[src/rtl/secded_scrubber_if.sv]
// Bus between the scrubber, the codeword RAM and the external SECDED decoder.
// The scrubber drives the master side; the RAM/decoder pair sits on the slave side.
interface secded_scrubber_if #(
  parameter int AW = 4
);
  logic [AW-1:0] mem_addr;
  logic          mem_re;
  logic [12:0]   mem_rdata;
  logic          mem_we;
  logic [12:0]   mem_wdata;
  logic [12:0]   dec_inCode;
  logic [12:0]   dec_outCode;
  logic          dec_is1BitErr;
  logic          dec_is2BitErr;

  modport master (
    output mem_addr, mem_re, mem_we, mem_wdata, dec_inCode,
    input  mem_rdata, dec_outCode, dec_is1BitErr, dec_is2BitErr
  );

  modport slave (
    input  mem_addr, mem_re, mem_we, mem_wdata, dec_inCode,
    output mem_rdata, dec_outCode, dec_is1BitErr, dec_is2BitErr
  );
endinterface

[src/rtl/secded_scrubber.sv]
// Walks every codeword of the RAM through the SECDED decoder, writes back single-bit
// corrections and records double-bit errors (saturating counts, first failing address).
module secded_scrubber #(
  parameter int DEPTH = 16,
  parameter int AW    = 4
) (
  input  logic                clock,
  input  logic                reset,
  input  logic                start,
  input  logic                abort,
  secded_scrubber_if.master   bus,
  output logic                busy,
  output logic                done,
  output logic [7:0]          corr_count,
  output logic [7:0]          uncorr_count,
  output logic                bad_valid,
  output logic [AW-1:0]       first_bad_addr
);
  localparam int DATA_W = 13;
  localparam logic [2:0] S_IDLE  = 3'd0;
  localparam logic [2:0] S_READ  = 3'd1;
  localparam logic [2:0] S_CHECK = 3'd2;
  localparam logic [2:0] S_WRITE = 3'd3;
  localparam logic [2:0] S_DONE  = 3'd4;
  localparam logic [AW-1:0] LAST_ADDR = AW'(DEPTH - 1);

  function automatic logic [7:0] sat_inc(input logic [7:0] v);
    return (v == 8'hFF) ? v : v + 8'd1;
  endfunction

  logic [2:0]        state_q, state_d;
  logic [AW-1:0]     addr_q, addr_d;
  logic [DATA_W-1:0] wdata_q, wdata_d;
  logic [7:0]        corr_q, corr_d;
  logic [7:0]        uncorr_q, uncorr_d;
  logic              bad_valid_q, bad_valid_d;
  logic [AW-1:0]     first_bad_q, first_bad_d;
  logic              advance;

  always_comb begin
    state_d     = state_q;
    addr_d      = addr_q;
    wdata_d     = wdata_q;
    corr_d      = corr_q;
    uncorr_d    = uncorr_q;
    bad_valid_d = bad_valid_q;
    first_bad_d = first_bad_q;
    advance     = 1'b0;

    // abort wins over everything except the IDLE start decision
    if (abort && (state_q != S_IDLE)) begin
      state_d = S_IDLE;
    end else begin
      case (state_q)
        S_IDLE: begin
          if (start) begin
            corr_d      = '0;
            uncorr_d    = '0;
            bad_valid_d = 1'b0;
            first_bad_d = '0;
            addr_d      = '0;
            state_d     = S_READ;
          end
        end
        S_READ:  state_d = S_CHECK;
        S_CHECK: begin
          if (bus.dec_is2BitErr) begin
            uncorr_d = sat_inc(uncorr_q);
            if (!bad_valid_q) begin
              bad_valid_d = 1'b1;
              first_bad_d = addr_q;
            end
            advance = 1'b1;
          end else if (bus.dec_is1BitErr) begin
            wdata_d = bus.dec_outCode;
            corr_d  = sat_inc(corr_q);
            state_d = S_WRITE;
          end else begin
            advance = 1'b1;
          end
        end
        S_WRITE: advance = 1'b1;
        S_DONE:  state_d = S_IDLE;
        default: state_d = S_IDLE;
      endcase

      if (advance) begin
        if (addr_q == LAST_ADDR) begin
          state_d = S_DONE;
        end else begin
          addr_d  = addr_q + AW'(1);
          state_d = S_READ;
        end
      end
    end
  end

  always_ff @(posedge clock or posedge reset) begin
    if (reset) begin
      state_q     <= S_IDLE;
      addr_q      <= '0;
      wdata_q     <= '0;
      corr_q      <= '0;
      uncorr_q    <= '0;
      bad_valid_q <= 1'b0;
      first_bad_q <= '0;
    end else begin
      state_q     <= state_d;
      addr_q      <= addr_d;
      wdata_q     <= wdata_d;
      corr_q      <= corr_d;
      uncorr_q    <= uncorr_d;
      bad_valid_q <= bad_valid_d;
      first_bad_q <= first_bad_d;
    end
  end

  // RAM strobes are decoded from the current state, so re/we can never overlap
  assign bus.mem_addr   = addr_q;
  assign bus.mem_re     = (state_q == S_READ);
  assign bus.mem_we     = (state_q == S_WRITE);
  assign bus.mem_wdata  = wdata_q;
  assign bus.dec_inCode = (state_q == S_CHECK) ? bus.mem_rdata : '0;

  assign busy           = (state_q != S_IDLE);
  assign done           = (state_q == S_DONE);
  assign corr_count     = corr_q;
  assign uncorr_count   = uncorr_q;
  assign bad_valid      = bad_valid_q;
  assign first_bad_addr = first_bad_q;
endmodule

[src/flat_wrapper.sv]
// flat-port wrapper written by rule: the top's interface ports become plain ports
module secded_scrubber_flat 
#(
  parameter int DEPTH = 16,
  parameter int AW    = 4
)
  (clock, reset, start, abort, busy, done, corr_count, uncorr_count, bad_valid, first_bad_addr, bus_mem_addr, bus_mem_re, bus_mem_we, bus_mem_wdata, bus_dec_inCode, bus_mem_rdata, bus_dec_outCode, bus_dec_is1BitErr, bus_dec_is2BitErr);
  secded_scrubber_if #(.AW(AW)) bus_i ();
  input  logic clock;
  input  logic reset;
  input  logic start;
  input  logic abort;
  output logic busy;
  output logic done;
  output logic [7:0] corr_count;
  output logic [7:0] uncorr_count;
  output logic bad_valid;
  output logic [AW-1:0] first_bad_addr;
  output wire logic [$bits(bus_i.mem_addr)-1:0] bus_mem_addr;
  output wire logic [$bits(bus_i.mem_re)-1:0] bus_mem_re;
  output wire logic [$bits(bus_i.mem_we)-1:0] bus_mem_we;
  output wire logic [$bits(bus_i.mem_wdata)-1:0] bus_mem_wdata;
  output wire logic [$bits(bus_i.dec_inCode)-1:0] bus_dec_inCode;
  input wire logic [$bits(bus_i.mem_rdata)-1:0] bus_mem_rdata;
  input wire logic [$bits(bus_i.dec_outCode)-1:0] bus_dec_outCode;
  input wire logic [$bits(bus_i.dec_is1BitErr)-1:0] bus_dec_is1BitErr;
  input wire logic [$bits(bus_i.dec_is2BitErr)-1:0] bus_dec_is2BitErr;
  assign bus_mem_addr = bus_i.mem_addr;
  assign bus_mem_re = bus_i.mem_re;
  assign bus_mem_we = bus_i.mem_we;
  assign bus_mem_wdata = bus_i.mem_wdata;
  assign bus_dec_inCode = bus_i.dec_inCode;
  assign bus_i.mem_rdata = bus_mem_rdata;
  assign bus_i.dec_outCode = bus_dec_outCode;
  assign bus_i.dec_is1BitErr = bus_dec_is1BitErr;
  assign bus_i.dec_is2BitErr = bus_dec_is2BitErr;
  secded_scrubber #(.DEPTH(DEPTH), .AW(AW)) u_core (.clock(clock), .reset(reset), .start(start), .abort(abort), .bus(bus_i), .busy(busy), .done(done), .corr_count(corr_count), .uncorr_count(uncorr_count), .bad_valid(bad_valid), .first_bad_addr(first_bad_addr));
endmodule
[config.mk]
export PLATFORM = sky130hd
export DESIGN_NAME = secded_scrubber_flat
export DESIGN_NICKNAME = d
export VERILOG_FILES = /design/src/rtl/secded_scrubber_if.sv /design/src/rtl/secded_scrubber.sv /design/src/flat_wrapper.sv
export SDC_FILE = /design/constraint.sdc
export NUM_CORES = 1
export LEC_CHECK = 0
export CORE_ASPECT_RATIO = 2
export CORE_UTILIZATION = 44
export CTS_BUF_LIST = sky130_fd_sc_hd__clkbuf_4 sky130_fd_sc_hd__clkbuf_8
export DETAILED_ROUTE_END_ITERATION = 8
export PLACE_DENSITY = 0.82
export SETUP_SLACK_MARGIN = 0.2
export SLEW_MARGIN = 0
export SYNTH_ARGS = -nofsm -noshare
export SYNTH_HDL_FRONTEND = slang
export SYNTH_SLANG_ARGS = --single-unit
[constraint.sdc]
create_clock -name clock -period 5.38 [get_ports clock]
set_input_delay 0.538 -clock clock [delete_from_list [all_inputs] [get_ports clock]]
set_output_delay 0.538 -clock clock [all_outputs]
set_load 0.005 [all_outputs]
==> results.txt, run 1 <==
The run finished with clean final reports. The reg2reg setup slack came out at around 3.0 ns. The signal on the critical path passes through nor3b_2, and2_1, clkdlybuf4s50_1.

The count of pins over their slew limit was 0. The total setup buffers inserted after CTS came out at 0. The signed area change from the synthesized netlist to the final layout came out at 48.59%. The fraction of synthesis flops using an asynchronous set or reset pin came out at 1.000.

The maximum number of pins on one net before global-route repair is 42. The remaining global-route overflow came out at 0. By area the synthesized netlist is led by sky130_fd_sc_hd__dfrtp_1 (48%), sky130_fd_sc_hd__mux2_4 (7.1%), sky130_fd_sc_hd__and2_1 (4.1%), sky130_fd_sc_hd__a21oi_1 (2.8%), sky130_fd_sc_hd__nand2_1 (2.6%).

At the end of routability-driven placement, the weighted congestion stood at slightly below 0.8. The antenna diode instance count came out at 0. The number of DRC violations after detailed-routing iteration 0 came out at 26. The CTS buffer count came out at 5.

The post-detailed-route wirelength per cell came out at between 15 and 20 µm. The synthesized netlist cell count is around 200. The number of warnings reported in the yosys synthesis log is 0. The number of hold violations in the final report came out at 0.

Wires add up to around 5.4 mm. Once placement finished, the instance area stood at 0.003019 mm². The total iterations of the first detailed-routing run came out at 4. The max-cap violation count is 0.

The clock tree from TritonCTS is built. The post-cts resize count came out at 0. The maximum buffer depth of the clock tree is 2.

The horizontal die dimension came out at 51.17 µm. The total number of nets in the final design is 324. The synthesized area per cell is 10.48 µm². The number of global-route vias before repair came to between 1500 and 2000. In this run the number of H-tree levels came out at 2. The proportion of synthesized chip area in sequential cells came out at 0.4824. The area of the core came out at between 0.004 and 0.005 mm². The data required time of the worst path is 4.84 ns. The area of all placed cells without fillers came out at 0.003161 mm². The share of layout cells above drive strength 1 is 0.08276. The quantity of hold-fixing buffers added after cts came out at 0. The critical-path cell with the highest stage delay is sky130_fd_sc_hd__nor3b_2. The number of non-filler instances in the completed layout is 345. The count of nets left with antenna violations once routing finished came out at 0. Yosys mapped a number of flops with a built-in enable equal to 0. The net count after synthesis is approximately 240.

Dividing total power by cell area gives a power density of 384.0 mW/mm². STA classifies the critical path startpoint as a flip-flop. The arrival time at the worst endpoint came out at roughly 2.3 ns.

The worst setup path is captured at an output port. After synthesis the cells add up to 0.002127 mm². The all-layer global routing usage is 0.2305. The initial standard-cell utilization of the core came out at 0.4582. The later pin in the worst-skew pair is clocked with a latency of 0.30 ns. The via-per-instance ratio is 5.513. The clock net sink count came out at 41.

Broken down by cell family, the worst path's largest delay share belongs to simple AND/OR/NAND/NOR gates. The number of port buffers is 86. The minimum clock period came out at 2.879 ns. The number of register bits inferred by synthesis came out at 41. For this run, the leading register cell type out of synthesis is sky130_fd_sc_hd__dfrtp_1. Of the post-synthesis cell area, the dominant cell type holds 0.4824. The number of failing setup endpoints in the final timing report came out at 0.

For this run, the slowest stage of the critical path takes 0.77 ns. The via count of the routed design is between 1500 and 2000. The die height is 100.3 µm. Clock-pin slew was measured on the worst setup and hold paths at 0.08 ns. The worst ir drop on vdd is 0.3383 mV. The fill cell total of the finished layout came out at 379. Across the routed clock network, the largest skew measured is ~0.0039 ns.

The static leakage is around 1.3 nW. Together, buffers and inverters on the worst path number 1. The number of instances in the placed design is between 300 and 400. The cell chosen for the clock root is sky130_fd_sc_hd__clkbuf_8. The detailed-placement wirelength estimate came out at 3.958 mm. Along the worst path, the maximum fanout reaches 19. The min-delay analysis places its worst path in the category flip-flop to flip-flop. The synthesized netlist contains 42 unique library cells. The initial antenna violation count is 0.

The slew of the pin with the lowest slew margin came out at approximately 1.1 ns. The first-pass GRT wire length is about 8.9 mm. The headroom to the max-slew limit came out at 0.2876.

The largest area contributor in the netlist is sky130_fd_sc_hd__dfrtp_1. The maximum clock rate is 347.4 MHz. Adding up every negative setup slack in the final design gives 0 ns. The number of standard-cell rows in the floorplan is 35. The die footprint is 0.005133 mm². The final worst-path cycle share came out at 0.5351. The number of I/O pins is slightly below 90.

Setup repair after global routing left no endpoint under its margin. The critical path in this run is classified as flip-flop to output port. The number of remaining DRC errors came out at 0.
## worst reg2reg max path: stages, from the launching register on
cell and delay [ns]:
sky130_fd_sc_hd__dfrtp_1 0.52, sky130_fd_sc_hd__or3b_1 0.59, sky130_fd_sc_hd__or3_1 0.72, sky130_fd_sc_hd__mux2_4 0.42
## final timing paths
path / from / cells past startpoint / to
setup / recovery: u_core.state_q[1] / 3 / bus_dec_inCode[2]
hold / removal: u_core.first_bad_addr[0] / 1 / u_core.first_bad_addr[0]
setup reg to reg: u_core.state_q[0] / 3 / u_core.bus.mem_wdata[7]
hold reg to reg: u_core.first_bad_addr[0] / 1 / u_core.first_bad_addr[0]
max in group asynchronous: reset / 3 / u_core.uncorr_count[4]
min in group asynchronous: reset / 3 / u_core.bus.mem_wdata[2]
## cells in the final DEF, fill, tap and decap left out, types with 5 or more instances in the layout
cell type,count
sky130_fd_sc_hd__mux2_4,10
sky130_fd_sc_hd__nand2_1,15
sky130_fd_sc_hd__nor2_1,6
sky130_fd_sc_hd__a21oi_1,12
sky130_fd_sc_hd__clkdlybuf4s50_1,86
sky130_fd_sc_hd__and2_1,14
sky130_fd_sc_hd__inv_1,5
sky130_fd_sc_hd__dfrtp_1,41
sky130_fd_sc_hd__clkbuf_8,5
sky130_fd_sc_hd__nor3_1,5
sky130_fd_sc_hd__nand3_1,6
sky130_fd_sc_hd__o21ai_0,11
sky130_fd_sc_hd__o31ai_1,5
sky130_fd_sc_hd__nor3b_1,5
## state kept, by name (all words and copies together) (netlist names)
signal	cells
u_core.corr_count	8
u_core.uncorr_count	8
u_core.state_q	3
u_core.bus.mem_wdata	13
u_core.bus.mem_addr	4
u_core.first_bad_addr	4
u_core.bad_valid	1
## per-layer routing
metal	global-route usage	up-vias	routed length (µm)
met4	0.1090	0	173
met2	0.4018	69	2950
li1	-	915	-
met1	0.2655	906	2075
met5	0	-	0
met3	0.03788	12	210
## synthesized netlist by cell type (4+ instances only)
library cell	count
sky130_fd_sc_hd__nor3b_1	5
sky130_fd_sc_hd__and2_1	14
sky130_fd_sc_hd__nor3_1	5
sky130_fd_sc_hd__a31oi_1	4
sky130_fd_sc_hd__mux2_4	10
sky130_fd_sc_hd__or3_1	4
sky130_fd_sc_hd__nor2_1	6
sky130_fd_sc_hd__nand3_1	6
sky130_fd_sc_hd__a21oi_1	12
sky130_fd_sc_hd__clkbuf_1	5
sky130_fd_sc_hd__o21ai_0	11
sky130_fd_sc_hd__nand2b_1	4
sky130_fd_sc_hd__inv_1	5
sky130_fd_sc_hd__a22o_1	4
sky130_fd_sc_hd__or4_1	4
sky130_fd_sc_hd__nand2_1	15
sky130_fd_sc_hd__dfrtp_1	41
sky130_fd_sc_hd__o31ai_1	5
## report_power, final
part	total, mW	internal [mW]	switching [mW]
Combinational	0.465	0.287	0.179
Sequential	0.451	0.379	0.0719
Clock	0.297	0.184	0.113
Total	1.21	0.850	0.363
## kinds of logic (layout without fill, tap and decap cells)
kind of cell | after synthesis | in the layout | synth area share
flops | 41 | 41 | 0.4824
fa+ha+maj | 3 | 3 | 0.01765
mux | 16 | 16 | 0.1006
simple gates | 78 | 78 | 0.2135
buf+inv | 14 | 101 | 0.03000
compound gates | 49 | 49 | 0.1476
xor+xnor | 2 | 2 | 0.008237
## layout make-up
type,count,area [µm²],area share
Inverter,5,18.77,0.005938
Timing Repair Buffer,88,875.8,0.2771
Sequential cell,41,1026,0.3246
Tap cell,55,68.82,0.02177
Clock inverter,3,65.06,0.02059
Multi-Input combinational cell,148,1037,0.3282
Clock buffer,5,68.82,0.02177
## through the flow
step	total power, mW	utilization	hold slack [ns]	setup slack, ns
5_1_grt	1.285	0.6809	0.5266	2.310
3_5_place_dp	0.9225	0.6504	0.4832	2.627
3_3_place_gp	0.9087	0.6504	0.4879	2.672
6_report	1.214	0.6809	0.5105	2.501
4_1_cts	1.225	0.6792	0.5174	2.445
2_1_floorplan	0.6619	-	0.4896	3.380
Power figures use the tool's default switching activity.
==> inputs of run 2 (changes only) <==
CORE_UTILIZATION = 40   (was 44)
PLACE_DENSITY = 0.78   (was 0.82)
clock period = 2.3 ns   (was 5.38 ns; I/O delays follow)
==> run 2 against run 1 <==
Register-to-register slack got worse by 2.7 ns. Global-route usage is 2.3 points lower. Count of clock-buffer cells in the layout rose by 1. Clock skew rose by 0.0074 ns. Via count up 4.4%. Critical endpoint is now bus_dec_inCode[7]. Setup slack got worse by 2.2 ns. Sequential share of layout area decreased by 1.2 points.
==> results.txt, run 2 (synthesized netlist as in run 1, its figures left out) <==
Clock tree synthesis inserted a total of 5 buffers. The worst setup path is launched from a flip-flop. The reg2reg setup slack came out at between 0.3 and 0.4 ns.

The quantity of hold-fixing buffers added after cts came out at 0. In this run the tightest slew margin relative to its limit is 0.6320. In this design, the largest share of critical-path delay is due to buffers and inverters. The total routed wirelength is 5.572 mm. The via-per-instance ratio is 5.397. The post-CTS clock slew at the launch and capture registers of the worst setup and hold paths came out at 0.08 ns.

The final layout contains 345 nets. The slew of the pin with the lowest slew margin is 0.5443 ns. The critical-path cell with the highest stage delay is sky130_fd_sc_hd__clkdlybuf4s50_1. The initial standard-cell utilization of the core came out at 0.4139. The max-cap violation count came out at 0. The routed metal-1 wirelength is 2.145 mm. The startpoint-to-endpoint class of the critical path is flip-flop to output port. Summed over all nets, the half-perimeter wirelength after detailed placement is between 4 and 5 mm. Across the routed clock network, the largest skew measured is around 0.011 ns. The initialized floorplan defines 37 standard-cell rows. After detailed routing, the average wire length per cell comes to around 15 µm.

The post-route worst setup slack came out at 0.2646 ns. The count of pins over their slew limit was 0. Traced cell by cell, the critical path runs through nor3b_4, buf_6, and2_1, clkdlybuf4s50_1. The run finished with clean final reports. The antenna diode instance count is 0. The number of instances in the placed design is 351.

The maximum buffer depth of the clock tree came out at 2. The number of failing setup endpoints in the final timing report came out at 0. The number of DRC violations after detailed-routing iteration 0 is 59. The register with the most flip-flops in the layout has 13 of them. During I/O placement, the number of pins put on the boundary was 87.

The share of layout cells above drive strength 1 came out at 0.1516. The first-pass GRT wire length came out at between 8 and 9 mm. The initial antenna violation count is 0. The die height came out at 105.1 µm. The H-tree depth is 2. The pre-CTS setup slack is 0.2702 ns. The worst ir drop on vdd is 0.5983 mV. The minimum clock period is between 2 and 2.5 ns. The path category of the worst min-delay check is primary input to async pin. The power density of the placed cells is 848.7 mW/mm².

The total iterations of the first detailed-routing run is 4. TritonCTS built the clock tree. The most common cell after layout, fill and taps aside is sky130_fd_sc_hd__clkdlybuf4s50_1. The maximum clock rate is between 400 and 500 MHz. The destination of the worst register-to-register timing path is u_core.corr_count[6]. The setup TNS came out at 0 ns. The length of routed met3 wiring is between 200 and 300 µm. The signed area change from the synthesized netlist to the final layout is 54.88%.

At the worst endpoint, the required time is 2.07 ns. The horizontal die dimension came out at approximately 54 µm. Setup repair after global routing could not meet its margin everywhere. The met2 routed wirelength is 3.020 mm. The area of the core came out at between 0.005 and 0.006 mm². At the later pin of the worst-skew pair, clock insertion delay measures 0.30 ns. The number of port buffers is 86.

The number of global-route vias before repair was 1934. After global routing the overflow that remains totals 0. The number of non-filler instances in the completed layout is ~370.

STA classifies the critical path endpoint as an output port. The number of remaining DRC errors came out at 0. The number of buffers and inverters on the critical path is 2.

The number of routed nets with antenna violations came out at 0. The startpoint identified for the worst register-to-register timing path is u_core.state_q[2]. In the layout the commonest cells are sky130_fd_sc_hd__clkdlybuf4s50_1 (85), sky130_fd_sc_hd__dfrtp_1 (38), sky130_fd_sc_hd__buf_4 (22), sky130_fd_sc_hd__nand2_1 (15), sky130_fd_sc_hd__and2_1 (14). The maximum number of pins on one net before global-route repair is 42. The largest single stage delay on the critical path is approximately 0.49 ns. The clock net sink count came out at 41. The highest net fanout along the worst path came out at 15. The detailed router placed 1986 vias in this run.

The die covers 0.005631 mm². The cell depth of the worst flop-to-flop path came out at 5. In this run the clock root is driven by a sky130_fd_sc_hd__clkbuf_8. The placer congestion estimate is 0.7678.

Across every metal layer, demand over resource in global routing totals 0.2080. The final worst-path cycle share came out at 0.8850. The top layer used by detailed routing is met4. The number of hold violations in the final report is 0. In this run the static leakage power is 1.422 nW.

For the worst setup path, the data arrival time is around 1.8 ns.
-- run 2: cell count changes in the layout (fill, tap and decap cells not counted), sizes merged --
cell           delta
buf              +22
bufinv            -2
clkdlybuf4s50     -1
clkinv            -1
clkinvlp          +1
dlymetal6s2s      +1
-- run 2: repair_timing --
item / 4_1_cts / 5_1_grt
resized for setup: 5 / 1
setup endpoints to repair: 13 / 14
pin swaps: 1 / 0
setup buffers: 0 / 10
-- run 2: worst max-delay path by stage --
stage                           start                 endpoint  cells after the start  slack, ns
global placement                abort     u_core.corr_count[6]                      5       0.29
detailed placement              abort     u_core.corr_count[6]                      5       0.27
CTS                 u_core.state_q[2]        bus_dec_inCode[7]                      4       0.19
global route        u_core.state_q[2]        bus_dec_inCode[9]                      4       0.17
finish              u_core.state_q[2]        bus_dec_inCode[7]                      4       0.26
floorplan           u_core.state_q[0]  u_core.bus.mem_wdata[0]                      6       0.35
-- run 2: final cells by class --
| type | count | area (µm²) |
|---|---|---|
| inverters | 5 | 18.77 |
| fillers | 402 | 1844 |
| clock buffers | 6 | 82.58 |
| well taps | 58 | 72.57 |
| flip-flops and latches | 41 | 1030 |
| repair buffers | 109 | 1040 |
| clock inverters | 1 | 7.507 |
| multi-input cells | 148 | 1044 |
-- run 2: power by group --
| part | switching, mW | total [mW] | internal [mW] |
|---|---|---|---|
| clock network | 0.250 | 0.488 | 0.237 |
| logic | 0.470 | 1.27 | 0.800 |
| registers | 0.147 | 1.04 | 0.891 |
-- run 2: per-layer routing --
metal,up-vias,track usage
met1,937,0.2342
met2,85,0.3598
met5,-,0
met4,0,0.09211
li1,955,-
met3,9,0.03639
-- run 2: per-stage QoR --
| stage | hold slack (ns) | instance area [µm²] | total power, mW | util |
|---|---|---|---|---|
| floorplan | 0.3741 | 2127 | 1.548 | - |
| global placement | 0.4866 | 3113 | 2.201 | 0.6058 |
| detailed placement | 0.4838 | 3113 | 2.224 | 0.6058 |
| CTS | 0.3780 | 3217 | 2.737 | 0.6260 |
| global route | 0.4124 | 3294 | 2.957 | 0.6411 |
| finish | 0.3614 | 3294 | 2.796 | 0.6411 |
-- run 2: worst register-to-register path, stage by stage, from the launching register on --
cell and delay [ns]:
sky130_fd_sc_hd__dfrtp_2 0.45, sky130_fd_sc_hd__buf_4 0.17, sky130_fd_sc_hd__a211oi_1 0.28, sky130_fd_sc_hd__o21ai_1 0.27, sky130_fd_sc_hd__or4_1 0.56, sky130_fd_sc_hd__a21oi_1 0.15
